--- src/rtl/three_bit_pkg.sv ---
// Shared width constant for consumers that rebuild the bit-port operands into vectors.
package three_bit_pkg;

    localparam int WIDTH = 3;

endpackage

--- src/rtl/three_bit_full_adder.sv ---
// One-bit full adder cell for the ripple chain.
// Latency: purely combinational, no state.
// Backpressure: none; evaluates every cycle.
module full_adder (
    input  logic a,
    input  logic b,
    input  logic cin,
    output logic s,
    output logic cout
);

    logic p;

    assign p    = a ^ b;
    assign s    = p ^ cin;
    assign cout = (a & b) | (cin & p);

endmodule

--- src/rtl/three_bit.sv ---
// Registered 3-bit ripple-carry adder with carry-out, valid strobe and sticky overflow.
// Latency: 1 cycle from in_valid edge to out_valid/sum/cout.
// Backpressure: none; accepts one addition every cycle, results hold while in_valid is low.
module three_bit
    import three_bit_pkg::*;
(
    input  logic clk,
    input  logic rst_n,
    output logic sum0,
    output logic sum1,
    output logic sum2,
    output logic cout,
    input  logic a0,
    input  logic a1,
    input  logic a2,
    input  logic b0,
    input  logic b1,
    input  logic b2,
    input  logic in_valid,
    output logic out_valid,
    output logic ovf,
    input  logic ovf_clr
);

    logic [WIDTH-1:0] a_vec;
    logic [WIDTH-1:0] b_vec;
    logic [WIDTH-1:0] s_vec;
    logic [WIDTH:0]   carry;
    logic [WIDTH-1:0] sum_q;
    logic             cout_q;
    logic             out_valid_q;
    logic             ovf_q;

    assign a_vec    = {a2, a1, a0};
    assign b_vec    = {b2, b1, b0};
    assign carry[0] = 1'b0;

    for (genvar i = 0; i < WIDTH; i++) begin : g_ripple
        full_adder u_fa (
            .a    (a_vec[i]),
            .b    (b_vec[i]),
            .cin  (carry[i]),
            .s    (s_vec[i]),
            .cout (carry[i+1])
        );
    end

    always_ff @(posedge clk or negedge rst_n) begin
        if (!rst_n) begin
            sum_q       <= '0;
            cout_q      <= 1'b0;
            out_valid_q <= 1'b0;
            ovf_q       <= 1'b0;
        end else begin
            out_valid_q <= in_valid;
            if (in_valid) begin
                sum_q  <= s_vec;
                cout_q <= carry[WIDTH];
            end
            // An accepted carry beats a simultaneous clear.
            if (in_valid && carry[WIDTH]) begin
                ovf_q <= 1'b1;
            end else if (ovf_clr) begin
                ovf_q <= 1'b0;
            end
        end
    end

    assign sum0      = sum_q[0];
    assign sum1      = sum_q[1];
    assign sum2      = sum_q[2];
    assign cout      = cout_q;
    assign out_valid = out_valid_q;
    assign ovf       = ovf_q;

endmodule

--- config.mk ---
export PLATFORM = sky130hd
export DESIGN_NAME = three_bit
export DESIGN_NICKNAME = d
export VERILOG_FILES = /design/src/rtl/three_bit_pkg.sv /design/src/rtl/three_bit_full_adder.sv /design/src/rtl/three_bit.sv
export SDC_FILE = /design/constraint.sdc
export NUM_CORES = 1
export LEC_CHECK = 0
export ABC_AREA = 1
export CAP_MARGIN = 20
export CORE_AREA = 10 10 47 49
export CTS_CLUSTER_SIZE = 14
export DETAILED_ROUTE_END_ITERATION = 10
export DIE_AREA = 0 0 57 59
export PLACE_DENSITY_LB_ADDON = 0.05
export SLEW_MARGIN = 20
export SYNTH_ARGS = -nofsm -noshare
export SYNTH_HDL_FRONTEND = slang
export SYNTH_SLANG_ARGS = --single-unit
--- constraint.sdc ---
create_clock -name clk -period 1 [get_ports clk]
set_input_delay 0.2 -clock clk [delete_from_list [all_inputs] [get_ports clk]]
set_output_delay 0.2 -clock clk [all_outputs]
set_load 0.03 [all_outputs]
== After elaboration in Yosys (flattened, before gate mapping) ==
Cells that the tools add are included.
Word-level totals
  output and inout bits: 6
  logic and storage cells: 20
  bits in registers: 6
  input bits: 10
Cells by class
  muxes and demuxes: 2
  bitwise operators: 12
  reductions and logical operators: 2
Operators by type and width (number)
  bitwise AND 1 bit: 5
  XOR 1 bit: 5
  two-way mux 1 bit: 2
  bitwise OR 1 bit: 2
  nonzero test 2 bit: 1
  logical AND 1 bit: 1

== Depth between registers and ports, before layout ==
  word-level depth: 7
  depth in mapped cells: 7
  gate-level depth less buffers: 7

== Cells and area by module ==
Synthesis repeated with hierarchy kept, for this count alone.
Second synthesis, totals
  cell total of the unflattened synthesis: 26
  area, all modules: 274.0 µm²
By module, submodules not included
  three_bit: cells each 23, sequential area each 150.1 µm², area each 214.0 µm², times used 1
  full_adder: cells each 1, sequential area each 0.0 µm², area each 20.0 µm², times used 3

== Worst setup path before layout ==
OpenSTA, ideal clock, no wires.
  kind: in2reg
  from: input port a0
  to: register sum_q[2]
  data arrival time: 1319 ps
  setup slack: -437 ps
  path buffers: 0
  library setup time: 118 ps
  data required time: 882 ps
  stages on the path: 7
  cell sequence: ha_1 > inv_1 > fa_1 > fa_1 > inv_1 > nand2_1 > nand2_1
On the way
  cells in the longest elaborated chain, start to end: 4
RTL lines
  from (decl): line three_bit.sv:13  | input logic a0,
  bitwise AND 1 bit (2 in series): line three_bit_full_adder.sv:16  | assign cout = (a & b) | (cin & p);
  bitwise OR 1 bit: line three_bit_full_adder.sv:16
  XOR 1 bit: line three_bit_full_adder.sv:15  | assign s = p ^ cin;
  to (signal assigned): line three_bit.sv:57  | sum_q <= s_vec;
  to (decl): line three_bit.sv:29  | logic [WIDTH-1:0] sum_q;
No other way between the ends.
A chain may end at the register's enable or synchronous reset.

== Worst setup path after layout ==
  from: input port b0
  to: register sum_q[2]
On the way
  cells in the longest elaborated chain, start to end: 4
RTL lines
  from (decl): line three_bit.sv:16  | input logic b0,
  bitwise AND 1 bit (2 in series): line three_bit_full_adder.sv:16
  bitwise OR 1 bit: line three_bit_full_adder.sv:16
  XOR 1 bit: line three_bit_full_adder.sv:15
No other way between the ends.

==> flow_summary.json <==
{
  "status": "complete, but fails checks",
  "failed_checks": "negative setup slack",
  "final_common_cell": "nand2_1",
  "antenna_found_initial": 0,
  "synth_cells": 33,
  "cts_buffers": 3,
  "fin_ws_ns": -0.257,
  "avgSynthCellArea_um2": 8.87,
  "p_per_area_nw_per_um2": 1460,
  "clk_latency_ns": 0.23,
  "core_um2": 1400,
  "grt_pass1_wl_um": 1200,
  "cts_tree": "built",
  "cts_setup_buffers": 0,
  "required_ns": 1.13,
  "tns_ns": -0.548,
  "setup_viol": 3,
  "cts_htree_levels": 1,
  "rows": 14,
  "cpMaxStageDelayCell": "fa_1",
  "gp_congestion": 0.650,
  "drt_iter0_drc": 5,
  "slew_violations": 0,
  "grt_max_degree": 7,
  "finClkSkew_ns": 0,
  "rsz0062_at_grt": "yes",
  "worst_pin_slew_ns": 0.262,
  "die-area_um2": 3360,
  "mostFrequentLayoutCells": "nand2_1, inv_1, dfrtp_1",
  "cts.sinks": 6,
  "dieHeight_um": 59,
  "worstSetupPathType": "primary input to flop",
  "slew_headroom_pct": 82.5,
  "worst_path_largest_cell_delay_ns": 0.48,
  "insertedDiodeCount": 0,
  "period_share_pct": 126,
  "drv_cap": 0,
  "critPathMaxFanout": 1,
  "arrival_ns": 1.38,
  "route.detailed.drc": 0,
  "clk_pin_slew_ns": 0.04,
  "period_minus_slack_ns": 1.26,
  "dr.pass1.iters": 4,
  "cp_cell_sequence": "buf_6, ha_4, inv_2, fa_2, fa_1, inv_1, nand2_1, nand2_1",
  "end_kind": "flop",
  "critPathTopFamily": "adder cells",
  "yosysUniqueCellTypes": 6,
  "finalHoldViolations": 0,
  "ir_drop_mv": 0.416,
  "timing.hold.ws_ns": 0.201,
  "dp_hpwl_um": 605,
  "grtUsageTotal_pct": 4.69,
  "wire_per_inst_um": 9.99,
  "ys_warn_count": 0,
  "vias": 245,
  "drt_wl_total_um": 669,
  "start_util_pct": 20.9,
  "hold_class": "primary input to asynchronous set/reset pin",
  "fillCellCount": 163,
  "crit_buf_inv": 3,
  "critPathMostFrequentCell": "nand2_1",
  "port_buffers": 15,
  "nNetsFinal": 66,
  "synth_area_um2": 293,
  "grt.overflow.total": 0,
  "ys_ff_latch": 6,
  "root_buffer": "clkbuf_4",
  "drive_above_1_share_pct": 35.3,
  "p_leak_uw": 0.000270,
  "grt_pass1_vias": 297,
  "final_antenna_net_count": 0,
  "cts_max_path_buffers": 2,
  "area_delta_synth_final_pct": 68.8,
  "die_w_um": 57,
  "ios": 16,
  "viasPerCell": 3.66,
  "synth_seq_area_share_pct": 51.3,
  "timing.fmax_ghz": 0.796,
  "synth_fp_nets": 46,
  "crit_path_start_kind": "primary input"
}
[worst register-to-register path: cells and delay by family (launching register included)]
family        cells  cell delay [ns]
flops             1             0.38
simple gates      2             0.13
[final cells by class]
type	instances	area, um2	share of cell area, %
Clock buffer	3	22.5	4.56
Sequential cell	6	150	30.4
Multi-Input combinational cell	17	120	24.3
Inverter	10	37.5	7.59
Tap cell	16	20.0	4.05
Timing Repair Buffer	15	144	29.1
[routing by layer]
layer	global-route usage [%]	share of wire, %
met5	0	0
met4	6.04	0
met3	2.79	9.7
met2	5.74	45
met1	4.83	45
[synthesized netlist by cell type (all sizes together)]
library cell	number	area [um2]
nand2	14	52.6
inv	10	37.5
dfrtp	6	150
fa	2	40.0
ha	1	12.5
[logic make-up (layout without fill, tap and decap cells)]
logic type / after synthesis / count (layout) / synth area share (%)
adder cells (fa/ha/maj): 3 / 3 / 17.9
buffers and inverters: 10 / 28 / 12.8
flip-flops: 6 / 6 / 51.3
AND/OR/NAND/NOR: 14 / 14 / 17.9
[registers in the layout, indices dropped and copies added (netlist names)]
signal     count
sum_q          3
ovf            1
out_valid      1
cout           1
[repair_timing]
action                                  4_1_cts  5_1_grt
resized for setup                            13        7
hold buffers                                  0        0
endpoints found under the hold margin         0        0
endpoints found under the setup margin        4        7
pin swaps                                     4        3
[path summary, 6_finish.rpt]
kind,startpoint,end,slack (ns),depth (start not counted)
setup reg to reg,ovf,ovf,0.38,2
max in group asynchronous,rst_n,sum_q[1],0.59,1
hold reg to reg,sum_q[2],sum_q[2],0.47,2
min in group clk,a0,sum_q[0],0.27,4
setup / recovery,b0,sum_q[2],-0.26,8
hold / removal,rst_n,cout,0.20,1
[through the flow]
step | util (%) | instance area, um2 | setup WS, ns | instances | total power (uW)
finish | 35.3 | 494 | -0.257 | 67 | 722
global placement | 33.0 | 463 | -0.925 | 64 | 508
global route | 35.3 | 494 | -0.315 | 67 | 767
CTS | 34.6 | 485 | -0.321 | 67 | 728
floorplan | - | 308 | -0.364 | 33 | 403
detailed placement | 33.0 | 463 | -0.948 | 64 | 511
[where the power goes]
group / internal (uW) / switching, uW / total (uW)
Combinational: 101 / 121 / 222
Sequential: 273 / 17.3 / 291
Clock: 135 / 74.4 / 209
Total: 509 / 212 / 722
(Power assumes the default switching activity.)
